<file path="src/rtl/wb_pkg.sv">
`default_nettype none
// ============================================================================
//  Module      : wb_pkg
//  Description : Shared writeback types and default configuration constants
//                for the execution-unit writeback path.
//                  XLEN                  datapath width
//                  wb_entry_t            one pending register-file write
//                  c_FIFO_DEPTH_DEFAULT  default secondary buffer depth
//                  c_STARVE_MAX_DEFAULT  default starvation threshold
//                  wb_rf_write           write-enable qualifier (x0 filter)
//  Revision    : 1.0 - initial release
// ============================================================================
package wb_pkg;

   localparam int XLEN                 = 32;
   localparam int c_FIFO_DEPTH_DEFAULT = 2;
   localparam int c_STARVE_MAX_DEFAULT = 4;

   typedef struct packed {
      logic [XLEN-1:0] data;
      logic [4:0]      rd_addr;
      logic [XLEN-1:0] tag;
      logic [31:0]     instr;
   } wb_entry_t;

   // x0 is hard-wired to zero: a winner aimed at it is consumed but never written.
   function automatic logic wb_rf_write(input logic win, input logic [4:0] rd_addr);
      return win & (rd_addr != 5'd0);
   endfunction

endpackage : wb_pkg
`default_nettype wire

</file>
<file path="src/rtl/dff_rst.sv">
`default_nettype none
// ============================================================================
//  Module      : dff_rst
//  Description : Enabled D flip-flop bank with asynchronous active-low reset.
//  Ports       : clk    in  core clock
//                rst_n  in  asynchronous active-low reset
//                en     in  load enable (q holds when low)
//                d      in  next value
//                q      out registered value, RST_VAL during reset
//  Revision    : 1.0 - initial release
// ============================================================================
module dff_rst #(
   parameter int               WIDTH   = 1,
   parameter logic [WIDTH-1:0] RST_VAL = '0
) (
   input  logic             clk,
   input  logic             rst_n,
   input  logic             en,
   input  logic [WIDTH-1:0] d,
   output logic [WIDTH-1:0] q
);

   always_ff @(posedge clk or negedge rst_n) begin
      if (!rst_n) begin
         q <= RST_VAL;
      end else if (en) begin
         q <= d;
      end
   end

endmodule : dff_rst
`default_nettype wire

</file>
<file path="src/rtl/wb_fifo.sv">
`default_nettype none
// ============================================================================
//  Module      : wb_fifo
//  Description : Synchronous in-order FIFO of wb_entry_t. The head is
//                presented combinationally from storage; full/empty come
//                from the registered occupancy count. A push while full is
//                dropped, a pop while empty is ignored.
//  Ports       : clk        in  core clock
//                rst_n      in  asynchronous active-low reset (pointers/count)
//                push       in  write push_data at the tail
//                push_data  in  entry to store
//                pop        in  advance the head
//                full       out DEPTH entries held
//                empty      out no entries held
//                head       out oldest entry (undefined when empty)
//  Revision    : 1.0 - initial release
// ============================================================================
module wb_fifo
   import wb_pkg::*;
#(
   parameter int DEPTH = c_FIFO_DEPTH_DEFAULT
) (
   input  logic      clk,
   input  logic      rst_n,
   input  logic      push,
   input  wb_entry_t push_data,
   input  logic      pop,
   output logic      full,
   output logic      empty,
   output wb_entry_t head
);

   localparam int                c_PTR_W = $clog2(DEPTH);
   localparam int                c_CNT_W = c_PTR_W + 1;
   localparam logic [c_CNT_W-1:0] c_FULL_CNT = c_CNT_W'(DEPTH);

   wb_entry_t            r_mem [DEPTH];
   logic [c_PTR_W-1:0]   r_wr_ptr;
   logic [c_PTR_W-1:0]   r_rd_ptr;
   logic [c_CNT_W-1:0]   r_count;

   logic                 w_do_push;
   logic                 w_do_pop;

   assign full      = (r_count == c_FULL_CNT);
   assign empty     = (r_count == '0);
   assign w_do_push = push & ~full;
   assign w_do_pop  = pop & ~empty;
   assign head      = r_mem[r_rd_ptr];

   // Storage carries no reset: validity is tracked by the count alone.
   always_ff @(posedge clk) begin
      if (w_do_push) begin
         r_mem[r_wr_ptr] <= push_data;
      end
   end

   // DEPTH is a power of two, so the pointers wrap by plain overflow.
   always_ff @(posedge clk or negedge rst_n) begin
      if (!rst_n) begin
         r_wr_ptr <= '0;
         r_rd_ptr <= '0;
         r_count  <= '0;
      end else begin
         if (w_do_push) begin
            r_wr_ptr <= r_wr_ptr + c_PTR_W'(1);
         end
         if (w_do_pop) begin
            r_rd_ptr <= r_rd_ptr + c_PTR_W'(1);
         end
         case ({w_do_push, w_do_pop})
            2'b10:   r_count <= r_count + c_CNT_W'(1);
            2'b01:   r_count <= r_count - c_CNT_W'(1);
            default: r_count <= r_count;
         endcase
      end
   end

endmodule : wb_fifo
`default_nettype wire

</file>
<file path="src/rtl/exu_wb_arb.sv">
`default_nettype none
// ============================================================================
//  Module      : exu_wb_arb
//  Description : Writeback arbiter behind the ALU. Merges the ALU result
//                stream (no handshake, always wins) with one buffered
//                secondary stream (LSU/MUL, valid/ready) onto the single
//                register-file write port. A starvation counter raises
//                alu_hold so the secondary buffer is guaranteed to drain.
//  Config      : WB_TRACE_EN - adds registered retire_valid/retire_tag/
//                retire_instr outputs aligned with rf_*.
//  Ports       : clk, rst_n                 clock, async active-low reset
//                alu_wb_*/alu_instr*        ALU writeback (valid = rd_wr_en)
//                sec_valid/sec_ready        secondary handshake
//                sec_data/rd_addr/instr*    secondary writeback payload
//                alu_hold                   no ALU writeback next cycle
//                rf_wr_en/addr/data         registered RF write port
//                retire_*                   trace outputs (WB_TRACE_EN only)
//  Revision    : 1.0 - initial release
// ============================================================================
module exu_wb_arb
   import wb_pkg::*;
#(
   parameter int FIFO_DEPTH = c_FIFO_DEPTH_DEFAULT,
   parameter int STARVE_MAX = c_STARVE_MAX_DEFAULT
) (
   input  logic            clk,
   input  logic            rst_n,
   input  logic [XLEN-1:0] alu_wb_data,
   input  logic [4:0]      alu_wb_rd_addr,
   input  logic            alu_wb_rd_wr_en,
   input  logic [XLEN-1:0] alu_instr_tag,
   input  logic [31:0]     alu_instr,
   input  logic            sec_valid,
   output logic            sec_ready,
   input  logic [XLEN-1:0] sec_data,
   input  logic [4:0]      sec_rd_addr,
   input  logic [XLEN-1:0] sec_instr_tag,
   input  logic [31:0]     sec_instr,
   output logic            alu_hold,
   output logic            rf_wr_en,
   output logic [4:0]      rf_wr_addr,
   output logic [XLEN-1:0] rf_wr_data
`ifdef WB_TRACE_EN
   ,
   output logic            retire_valid,
   output logic [XLEN-1:0] retire_tag,
   output logic [31:0]     retire_instr
`endif
);

   localparam int                   c_STARVE_W     = $clog2(STARVE_MAX + 1);
   localparam logic [c_STARVE_W-1:0] c_STARVE_LIMIT = c_STARVE_W'(STARVE_MAX);

   wb_entry_t             w_alu_entry;
   wb_entry_t             w_sec_entry;
   wb_entry_t             w_head;
   wb_entry_t             w_win_entry;
   logic                  w_full;
   logic                  w_empty;
   logic                  w_push;
   logic                  w_pop;
   logic                  w_win;
   logic                  w_rf_wr_en_d;
   logic                  w_hold_d;
   logic                  r_ready_en;
   logic [c_STARVE_W-1:0] r_starve;
   logic [c_STARVE_W-1:0] w_starve_d;

   always_comb begin
      w_alu_entry         = '0;
      w_alu_entry.data    = alu_wb_data;
      w_alu_entry.rd_addr = alu_wb_rd_addr;
      w_alu_entry.tag     = alu_instr_tag;
      w_alu_entry.instr   = alu_instr;

      w_sec_entry         = '0;
      w_sec_entry.data    = sec_data;
      w_sec_entry.rd_addr = sec_rd_addr;
      w_sec_entry.tag     = sec_instr_tag;
      w_sec_entry.instr   = sec_instr;
   end

   // ------------------------------------------------------------------------
   // Secondary buffer. sec_ready is held low through reset and rises on the
   // first clock after release, then tracks ~full of the registered count.
   // ------------------------------------------------------------------------
   dff_rst #(.WIDTH(1)) u_ready_en (
      .clk   (clk),
      .rst_n (rst_n),
      .en    (1'b1),
      .d     (1'b1),
      .q     (r_ready_en)
   );

   assign sec_ready = r_ready_en & ~w_full;
   assign w_push    = sec_valid & sec_ready;

   wb_fifo #(.DEPTH(FIFO_DEPTH)) u_fifo (
      .clk       (clk),
      .rst_n     (rst_n),
      .push      (w_push),
      .push_data (w_sec_entry),
      .pop       (w_pop),
      .full      (w_full),
      .empty     (w_empty),
      .head      (w_head)
   );

   // ------------------------------------------------------------------------
   // Arbitration: the ALU cannot stall, so it always wins; the FIFO head
   // only pops in cycles the ALU leaves free. An entry pushed this cycle is
   // not yet visible as head, so it wins one cycle later at the earliest.
   // ------------------------------------------------------------------------
   assign w_pop        = ~alu_wb_rd_wr_en & ~w_empty;
   assign w_win        = alu_wb_rd_wr_en | w_pop;
   assign w_win_entry  = alu_wb_rd_wr_en ? w_alu_entry : w_head;
   assign w_rf_wr_en_d = wb_rf_write(w_win, w_win_entry.rd_addr);

   dff_rst #(.WIDTH(1)) u_rf_wr_en (
      .clk   (clk),
      .rst_n (rst_n),
      .en    (1'b1),
      .d     (w_rf_wr_en_d),
      .q     (rf_wr_en)
   );

   // Address/data only load on a winner so they hold through idle cycles.
   dff_rst #(.WIDTH(5)) u_rf_wr_addr (
      .clk   (clk),
      .rst_n (rst_n),
      .en    (w_win),
      .d     (w_win_entry.rd_addr),
      .q     (rf_wr_addr)
   );

   dff_rst #(.WIDTH(XLEN)) u_rf_wr_data (
      .clk   (clk),
      .rst_n (rst_n),
      .en    (w_win),
      .d     (w_win_entry.data),
      .q     (rf_wr_data)
   );

   // ------------------------------------------------------------------------
   // Starvation: count cycles the ALU blocks a waiting head, saturating at
   // STARVE_MAX. alu_hold is set from the next count so it appears in the
   // cycle right after the limiting blocked cycle, and it is sticky until
   // the head actually pops.
   // ------------------------------------------------------------------------
   always_comb begin
      w_starve_d = r_starve;
      if (w_pop) begin
         w_starve_d = '0;
      end else if (alu_wb_rd_wr_en && !w_empty && (r_starve != c_STARVE_LIMIT)) begin
         w_starve_d = r_starve + c_STARVE_W'(1);
      end
   end

   always_ff @(posedge clk or negedge rst_n) begin
      if (!rst_n) begin
         r_starve <= '0;
      end else begin
         r_starve <= w_starve_d;
      end
   end

   assign w_hold_d = ~w_pop & (alu_hold | (w_starve_d == c_STARVE_LIMIT));

   dff_rst #(.WIDTH(1)) u_alu_hold (
      .clk   (clk),
      .rst_n (rst_n),
      .en    (1'b1),
      .d     (w_hold_d),
      .q     (alu_hold)
   );

`ifdef WB_TRACE_EN
   // Retire trace covers every winner, x0 included, aligned with rf_*.
   dff_rst #(.WIDTH(1)) u_retire_valid (
      .clk   (clk),
      .rst_n (rst_n),
      .en    (1'b1),
      .d     (w_win),
      .q     (retire_valid)
   );

   dff_rst #(.WIDTH(XLEN)) u_retire_tag (
      .clk   (clk),
      .rst_n (rst_n),
      .en    (w_win),
      .d     (w_win_entry.tag),
      .q     (retire_tag)
   );

   dff_rst #(.WIDTH(32)) u_retire_instr (
      .clk   (clk),
      .rst_n (rst_n),
      .en    (w_win),
      .d     (w_win_entry.instr),
      .q     (retire_instr)
   );
`else
   // Tag and instruction only feed the retire trace.
   logic w_unused_trace;
   assign w_unused_trace = ^{w_win_entry.tag, w_win_entry.instr};
`endif

`ifndef SYNTHESIS
   // The ALU cannot stall: a writeback under alu_hold still wins, but it
   // means issue ignored the hold.
   a_alu_hold_respected : assert property (
      @(posedge clk) disable iff (!rst_n) !(alu_hold && alu_wb_rd_wr_en));
`endif

endmodule : exu_wb_arb
`default_nettype wire

</file>
<file path="config.mk">
export PLATFORM = sky130hd
export DESIGN_NAME = exu_wb_arb
export DESIGN_NICKNAME = d
export VERILOG_FILES = /design/src/rtl/wb_pkg.sv /design/src/rtl/dff_rst.sv /design/src/rtl/wb_fifo.sv /design/src/rtl/exu_wb_arb.sv
export SDC_FILE = /design/constraint.sdc
export NUM_CORES = 1
export LEC_CHECK = 0
export CORE_MARGIN = 5
export CORE_UTILIZATION = 40
export CTS_CLUSTER_SIZE = 12
export DETAILED_ROUTE_END_ITERATION = 8
export PLACE_DENSITY_LB_ADDON = 0.08
export SKIP_LAST_GASP = 1
export SYNTH_ARGS = -nofsm -noshare
export SYNTH_HDL_FRONTEND = slang
export SYNTH_SLANG_ARGS = --single-unit
</file>
<file path="constraint.sdc">
create_clock -name clk -period 3.5 [get_ports clk]
set_input_delay 0.525 -clock clk [delete_from_list [all_inputs] [get_ports clk]]
set_output_delay 0.525 -clock clk [all_outputs]
set_load 0.01 [all_outputs]
</file>
; ---- Yosys cells after proc, flatten, opt, wreduce, memory -nomap -nowiden
; Memory sizes are Yosys's and may differ from the RTL's.
; Cells that the tools add are included.
[op_classes]
n_mux = 6
multipliers = 0
order_cmp = 0
n_bitwise = 13
reduce_logical = 6
div = 0
addsub = 5
eq_ne = 5
n_shift = 0
[op_table]
columns = cell, n
row1 = $mux W101, 1
row2 = $and A1 B1 Y1, 7
row3 = $mux W3, 2
row4 = $reduce_bool A5 Y1, 1
row5 = $eq A2 B2 Y1 const B, 2
row6 = $not A1 Y1, 4
row7 = $pmux W2 S2, 1
row8 = $add A3 B1 Y3 const B, 1
row9 = $eq A3 B3 Y1 const B, 1
row10 = $ne A3 B3 Y1 const B, 1
row11 = $add A1 B1 Y1 const B, 2
row12 = $add A2 B1 Y2 const B, 1
row13 = $eq A2 B1 Y1 const B, 1
row14 = $logic_and A1 B1 Y1, 2
row15 = $logic_not A2 Y1, 1
row16 = $mux W1, 2
row17 = $or A1 B1 Y1, 2
row18 = $reduce_bool A2 Y1, 1
row19 = $sub A2 B1 Y2 const B, 1
row20 = $logic_not A1 Y1, 1
[totals]
regBits = 47
mem_bits_ro = 0
ram_bits = 202
output_inout_bits = 40
latch_bits = 0
mem_count = 1
[memory_table]
columns = memory, words, word_bits, rd, rd_ports_with_merged_regs, wr, line
row1 = u_fifo.r_mem, 2, 101, 1, 0, 1, wb_fifo.sv:37  ; wb_entry_t r_mem [DEPTH];

; ---- Logic depth before layout (Yosys ltp)
; Gate-level depths: netlist (run 1).
[depth]
word_depth = 9
ltp_mapped = 7
mapped_depth_nobuf = 7

; ---- Hierarchy
; A second synthesis (run 1) with hierarchy kept.
[hier_totals]
hier_cells = 494
hier_area_um2 = 10172.3
[by_module_without_submodules]
columns = mod, n_inst, area_each_um2, seq_area_each_um2, cells_per_inst
row1 = wb_fifo, 1, 7805.0, 6165.9, 332
row2 = dff_rst (u_rf_wr_data), 1, 1345.0, 800.8, 68
row3 = exu_wb_arb, 1, 720.7, 75.1, 78
row4 = dff_rst (u_rf_wr_addr), 1, 181.4, 125.1, 10
row5 = dff_rst (u_alu_hold ...), 3, 40.0, 25.0, 2

; ---- Worst setup path before layout (run 1)
; No wires, ideal clock.
[synth_path]
path_type = reg-to-reg
startpoint = reg u_fifo.r_count[0]
endpoint = mem u_fifo.r_mem[0][100] (netlist name) (enable)
path_stages_with_launch = 5
path_buffers = 0
arrival_time_ps = 2499
path_slack_ps = 570
period_less_slack_ps = 2930
required_ps = 3069
cell_sequence = dfrtp_1 -> inv_1 -> a21boi_1 -> nand2_1 -> nor2_1
[synth_between]
elab_chain_len = 7
[synth_lines]
columns = element, line
row1 = from (decl), wb_fifo.sv:40  ; logic [c_CNT_W-1:0] r_count;
row2 = from (signal assigned), wb_fifo.sv:72  ; 2'b10: r_count <= r_count + c_CNT_W'(1);
row3 = from (signal assigned), wb_fifo.sv:73  ; 2'b01: r_count <= r_count - c_CNT_W'(1);
row4 = from (signal assigned), wb_fifo.sv:74  ; default: r_count <= r_count;
row5 = $eq A2 B2 Y1, wb_fifo.sv:45  ; assign full = (r_count == c_FULL_CNT);
row6 = $not A1 Y1, exu_wb_arb.sv:95  ; assign sec_ready = r_ready_en & ~w_full;
row7 = $and A1 B1 Y1, exu_wb_arb.sv:95
row8 = via sec_ready, exu_wb_arb.sv:34  ; output logic sec_ready,
row9 = $and A1 B1 Y1, exu_wb_arb.sv:96  ; assign w_push = sec_valid & sec_ready;
row10 = $and A1 B1 Y1, wb_fifo.sv:47  ; assign w_do_push = push & ~full;
row11 = $mux W1, wb_fifo.sv:53  ; if (w_do_push) begin
row12 = $mux W1 (not written as such), wb_fifo.sv:54  ; r_mem[r_wr_ptr] <= push_data;
row13 = to (decl), wb_fifo.sv:37
; The timed path passes the listed nets, and every way through them passes these cells.

; ---- Worst setup path after layout (run 1)
[layout_path]
startpoint = reg u_fifo.r_count[0]
endpoint = out sec_ready
[layout_between]
elab_chain_len = 3
[layout_lines]
columns = element, line
row1 = $eq A2 B2 Y1, wb_fifo.sv:45
row2 = $not A1 Y1, exu_wb_arb.sv:95
row3 = $and A1 B1 Y1, exu_wb_arb.sv:95
row4 = to (decl), exu_wb_arb.sv:34
; Every way passes these cells.

==> out/metrics.cfg, run 1 <==
[outcome]
status=completed

[timing]
fmax_ghz=0.441
setup_violations=0
worst_pin_slew_ns=0.878
relSlewSlack=0.414
min_period_over_period=0.648
rsz0062_at_grt=no
slew_viol_final=0
hold_violations=0
setup_tns_ns=0
min_period_ns=2.27
skew_ns=0.00606

[grt]
track_usage=0.150
grt_pass1_wl_microns=16800
grt_max_degree=67
antenna_found_initial=0
grt_remaining_overflow=0
grt_pass1_vias=3361

[power_and_ir_drop]
ir_drop_v=0.000336
p_switching_uw=1450
p_seq_frac=0.402
p_int_uw=3550
pwr-share-comb=0.283
leakagePower_uw=0.00260
p_clk_frac=0.314
powerDensity_nw_per_um2=752
switching_share=0.290

[clock_network]
cts-hold-fix-buffers=0
clk_latency_ns=0.39
clk_pin_slew_ns=0.05
h-tree-depth=4
postCtsSetupBuffers=0
cts_resized=0
cts_tree=built
cts_buffer_depth=2
numCtsBuffers=17
clkSinkCount=121
root_buffer=clkbuf_16

[synth]
syn_area_per_cell_sq_um=13.3
syn-cell-area_sq_um=4800
synth_top_family_by_area=compound AO/OA/AOI/OAI gates
syn_inst=361
synthDistinctLibCells=30
synthTopCellsByArea=edfxtp_1, dfrtp_1, mux2i_1, a21oi_1, nand2_1
synth_top_area_frac=0.463
synth_top_area_cell=edfxtp_1
synth-adder-area-share=0.00782
syn-num-nets=570
synth-xor-area-share=0.0110
yosysWarnings=0
synth-seq-cells=121
synth_compound_area_frac=0.0910
yosysSeqAreaShare=0.708
yosys.area_share.simple=0.0712
synth_mux_area_frac=0.0819

[setup_path]
endpoint_kind=primary output
start_kind=flop
timing.rr.start=u_fifo.r_count[0]
reg2reg_depth=4
crit_arrival_ns=1.74
critPathLaunch=u_fifo.r_count[0]
reg2reg_to=u_fifo.r_mem[1][82]
timing.critical_path.to=sec_ready
critical_path_class=reg -> out
crit_required_ns=2.97
cp_max_fo=5
regToRegSetupSlack_ns=1.46

[detailed_routing]
wl_microns=10200
drtPass1Iterations=4
drt-initial-drc-count=165
drc=0
antenna_left=0
wire_per_inst_microns=15.8
via_count=3098
routed_via_density=4.82

[worst_hold_path]
hp-class=in -> async

[placement]
gp_congestion=0.708
io_buffers=117
dpl.hpwl_microns=6700

[finish]
finalCoreUtilization=0.560
drive_gt1_frac=0.0887
final_nets=693
diodes=0
seqCellArea_sq_um=3400
syn2layout_area_growth_pct=38.5
multi_input_area_sq_um=1280
fill_cells=1028

[floorplanning]
start_util=0.404
core-area_sq_um=11900
rows=40
die_area_sq_um=14300
pin_count=246
die_x_microns=120
die_y_microns=120

[job]
maxCapViolCount=0

critical path, stage by stage, from the launching register on:
cell	delay, ns
dfrtp_1	0.47
inv_1	0.07
a21boi_1	0.23
clkdlybuf4s50_1	0.58
metal layers:
metal	up-vias	part of all wire	global-route usage
met4	0	0.0048	0.0451
li1	1536	-	-
met5	-	0	0
met3	4	0.059	0.0528
met2	77	0.49	0.241
met1	1481	0.45	0.192
layout make-up:
cell class              instances  share of cell area
flip-flops and latches        121               0.512
multi-input cells             216               0.193
repair buffers                124               0.185
clock buffers                  26              0.0736
well taps                     147              0.0277
clock inverters                 5             0.00753
inverters                       4             0.00226
kinds of logic (layout without fill, tap and decap cells):
logic type / count (synthesis) / in the layout
buffers and inverters: 24 / 159
multiplexers: 39 / 39
AND/OR/NAND/NOR: 84 / 84
XOR/XNOR: 6 / 6
other: 1 / 1
AO/OA/AOI/OAI: 83 / 83
adder cells (fa/ha/maj): 3 / 3
flip-flops: 121 / 121
layout by cell type, fill, tap and decap left out:
cell type and count:
nor2_4 3, bufinv_16 1, clkbuf_1 6, clkinv_2 4, a2111oi_2 1, a21boi_1 1
o21ai_1 16, buf_2 2, nor2b_1 1, clkbuf_8 3, o31ai_1 1, clkbuf_16 17
conb_1 1, xnor2_1 4, xor2_1 2, and3_2 1, o21ai_0 23, nand3_2 1
a21oi_1 38, clkdlybuf4s50_1 115, a31oi_1 1, or2_4 1, a21o_1 2, mux2_2 2
nand2_1 40, buf_12 1, mux2i_1 37, inv_1 4, dfrtp_2 1, dfrtp_1 46
edfxtp_1 74, nor2_1 37, ha_1 3, buf_4 6
synthesized netlist by cell type:
library cell,n
a2111oi_2,1
a21boi_1,1
a21o_1,2
a21oi_1,38
a31oi_1,1
and3_1,1
buf_1,2
buf_2,5
buf_4,2
buf_6,4
clkbuf_1,7
conb_1,1
dfrtp_1,47
edfxtp_1,74
ha_1,3
inv_1,4
mux2_2,2
mux2i_1,37
nand2_1,40
nand3_2,1
nor2_1,38
nor2_2,1
nor2_4,1
nor2b_1,1
o21ai_0,23
o21ai_1,16
o31ai_1,1
or2_4,1
xnor2_1,4
xor2_1,2
through the flow:
stage / cells / power, uW / hold slack (ns) / area (sq um) / setup slack, ns
6_report: 643 / 5000 / 0.258 / 6640 / 1.23
2_1_floorplan: 361 / 2890 / 0.229 / 4800 / 0.570
5_1_grt: 643 / 5310 / 0.328 / 6640 / 1.08
4_1_cts: 643 / 5080 / 0.274 / 6640 / 1.21
3_5_place_dp: 612 / 3490 / 0.470 / 6100 / 1.22
3_3_place_gp: 612 / 3450 / 0.462 / 6100 / 1.23
registers in the layout (all words and copies together) (netlist names):
signal	cells
u_fifo.r_mem	74
u_rf_wr_data.q	32
u_rf_wr_addr.q	5
r_starve	3
u_fifo.r_count	2
u_alu_hold.q	1
u_fifo.r_rd_ptr	1
u_fifo.r_wr_ptr	1
u_ready_en.q	1
u_rf_wr_en.q	1
worst min path at each step:
stage | start | endpoint | slack, ns | cells after the start
5_1_grt | rst_n | u_rf_wr_data.q[0] | 0.33 | 1
3_5_place_dp | u_rf_wr_addr.q[2] | u_rf_wr_addr.q[2] | 0.47 | 2
2_1_floorplan | rst_n | r_starve[0] | 0.23 | 0
4_1_cts | rst_n | u_rf_wr_data.q[0] | 0.27 | 1
3_3_place_gp | u_rf_wr_addr.q[4] | u_rf_wr_addr.q[4] | 0.46 | 2
6_report | rst_n | u_rf_wr_data.q[0] | 0.26 | 1
power by group through the flow:
stage	registers, uW	clock network [uW]	logic [uW]
after floorplan	2030	0	857
after global placement	2030	0	1430
after detailed placement	2040	0	1450
after CTS	2010	1610	1450
after global routing	2040	1690	1580
final	2010	1570	1420
Power figures use the tool's default switching activity.
==> inputs of run 2 (changes only) <==
==> constraint.sdc (replaced) <==
create_clock -name clk -period 2.15 [get_ports clk]
set_input_delay 0.3225 -clock clk [delete_from_list [all_inputs] [get_ports clk]]
set_output_delay 0.3225 -clock clk [all_outputs]
set_load 0.01 [all_outputs]
==> out/metrics.cfg, run 2 (same netlist as run 1, synthesis figures left out) <==
[outcome]
status=completed

[power_and_ir_drop]
powerDensity_nw_per_um2=1230  ; +64%
switching_share=0.289  ; -0.000959
p_seq_frac=0.392  ; -0.010
p_switching_uw=2390  ; +65%
leakagePower_uw=0.00263  ; +1.0%
ir_drop_v=0.000456  ; +36%
p_clk_frac=0.318  ; +0.004
pwr-share-comb=0.290  ; +0.007
p_int_uw=5870  ; +66%

[finish]
diodes=0  ; unchanged
mostFrequentLayoutCells=clkdlybuf4s50_1, edfxtp_1, dfrtp_1
largest_reg_flops=74  ; unchanged
reg_top3=u_fifo.r_mem: 74 flops, u_rf_wr_data.q: 32 flops, u_rf_wr_addr.q: 5 flops
regMostFlops=u_fifo.r_mem
drive_gt1_frac=0.0980  ; +0.00929
layout_commonest_cell=clkdlybuf4s50_1
syn2layout_area_growth_pct=40.0
finalCoreUtilization=0.566  ; +0.00612
final_nets=697  ; +0.58%

[setup_path]
path_buf_inv=2  ; unchanged
crit_required_ns=1.83  ; -1.14 ns
endpoint_kind=primary output
cp_max_fo=5  ; unchanged
regToRegSetupSlack_ns=0.47  ; -0.99 ns
start_kind=flop
crit_arrival_ns=1.73  ; about the same
reg2reg_to=u_fifo.r_mem[0][100]
timing.rr.start=u_fifo.r_count[0]
reg2reg_depth=5  ; +1
slowest_stage=clkdlybuf4s50_1
critical_path_class=reg -> out
slowest_delay_ns=0.60  ; +0.02 ns
crit_chain=inv_1 > a21boi_1 > clkdlybuf4s50_1
cp_top_family=buffers and inverters

[detailed_routing]
antenna_left=0  ; unchanged
via_count=3103  ; +0.16%
routed_via_density=4.80  ; -0.46%
wire_per_inst_microns=15.6  ; -1.2%
drtPass1Iterations=4  ; unchanged
drt-initial-drc-count=168  ; +1.8%
wl_microns=10100  ; -0.60%
drc=0  ; unchanged

[grt]
grt_pass1_wl_microns=16700  ; -0.70%
track_usage=0.151  ; +0.00171
grt_max_degree=48  ; -28%
grt_pass1_vias=3298  ; -1.9%
grt_remaining_overflow=0  ; unchanged
antenna_found_initial=0  ; unchanged

[clock_network]
root_buffer=clkbuf_16
clkSinkCount=121  ; unchanged
clk_pin_slew_ns=0.05  ; about the same
numCtsBuffers=17  ; unchanged
h-tree-depth=4  ; unchanged
cts_tree=built
cts_buffer_depth=2  ; unchanged
clk_latency_ns=0.40  ; about the same

[timing]
setup_tns_ns=0  ; unchanged
slew_viol_final=0  ; unchanged
min_period_ns=2.06
min_period_over_period=0.957
hold_violations=0  ; unchanged
fmax_ghz=0.486
rsz0062_at_grt=no
skew_ns=0.0106  ; +0.00457 ns
setup_violations=0  ; unchanged

[floorplanning]
core-area_sq_um=11900  ; unchanged
die_area_sq_um=14300  ; unchanged
die_x_microns=120  ; unchanged
rows=40  ; unchanged
die_y_microns=120  ; unchanged
pin_count=246  ; unchanged
start_util=0.404  ; unchanged

[placement]
dpl.hpwl_microns=6750  ; +0.73%
io_buffers=117  ; unchanged
gp_congestion=0.746  ; +5.4%

[worst_hold_path]
min_to=u_rf_wr_data.q[1]
hold_start=alu_wb_rd_wr_en
holdPathStages=3
hp-class=in -> reg

[job]
maxCapViolCount=0  ; unchanged

-- run 2: cell types whose count changed in the layout (fill, tap and decap cells not counted) --
| cell | delta |
|---|---|
| clkinv_1 | +2 |
| buf_4 | +1 |
| clkbuf_8 | -2 |
| buf_12 | +2 |
| dfrtp_1 | -1 |
| clkbuf_1 | -3 |
| dfrtp_2 | +1 |
| bufinv_16 | +1 |
| clkinvlp_4 | +2 |
| dlygate4sd3_1 | +1 |
-- run 2: how the worst max path moves through the flow --
stage	startpoint	to	slack, ns	cells past startpoint
2_1_floorplan	u_fifo.r_count[0]	u_fifo.r_mem[0][100]	0.22	4
6_report	u_fifo.r_count[0]	sec_ready	0.09	3
4_1_cts	u_fifo.r_count[0]	sec_ready	0.06	3
5_1_grt	u_fifo.r_count[0]	sec_ready	0.02	3
3_3_place_gp	u_fifo.r_count[0]	u_fifo.r_mem[0][74]	0.42	5
3_5_place_dp	u_fifo.r_count[0]	u_fifo.r_mem[0][87]	0.39	5
-- run 2: layout make-up --
type                    instances  area [sq um]
fillers                      1005          5150
flip-flops and latches        121          3400
repair buffers                128          1280
multi-input cells             216          1280
clock buffers                  21           450
well taps                     147           184
clock inverters                10           103
inverters                       4          15.0
-- run 2: timing repair --
| item | in CTS | in global routing |
|---|---|---|
| hold endpoints to repair | 47 | 0 |
| setup buffers | 0 | 0 |
| hold buffers | 1 | 0 |
| resized for setup | 1 | 0 |
| endpoints found under the setup margin | 1 | 0 |
-- run 2: tightest hold or removal path, cell delays in order --
cell and delay (ns):
buf_2 0.25, nand2_1 0.10, o21ai_0 0.07
-- run 2: per-layer routing --
| metal | part of all wire | vias to the layer above | routed length, microns | GRT usage |
|---|---|---|---|---|
| li1 | - | 1540 | - | - |
| met1 | 0.44 | 1476 | 4420 | 0.190 |
| met2 | 0.50 | 81 | 5060 | 0.244 |
| met3 | 0.053 | 6 | 534 | 0.0537 |
| met4 | 0.010 | 0 | 102 | 0.0551 |
| met5 | 0 | - | 0 | 0 |
-- run 2: stage by stage --
stage | setup slack [ns] | cells | cell area [sq um] | power (uW) | hold slack [ns]
6_report | 0.0931 | 647 | 6720 | 8260 | 0.400
5_1_grt | 0.0211 | 647 | 6720 | 8780 | 0.418
4_1_cts | 0.0560 | 647 | 6720 | 8410 | 0.376
3_5_place_dp | 0.390 | 615 | 6150 | 5730 | 0.335
3_3_place_gp | 0.416 | 615 | 6150 | 5690 | 0.337
2_1_floorplan | 0.218 | 361 | 4810 | 4710 | 0.0269
-- run 2: power by group through the flow --
| stage | sequential, uW | clock (uW) | combinational, uW |
|---|---|---|---|
| 2_1_floorplan | 3310 | 0 | 1400 |
| 3_3_place_gp | 3270 | 0 | 2420 |
| 3_5_place_dp | 3280 | 0 | 2450 |
| 4_1_cts | 3250 | 2700 | 2460 |
| 5_1_grt | 3290 | 2810 | 2670 |
| 6_report | 3240 | 2630 | 2400 |
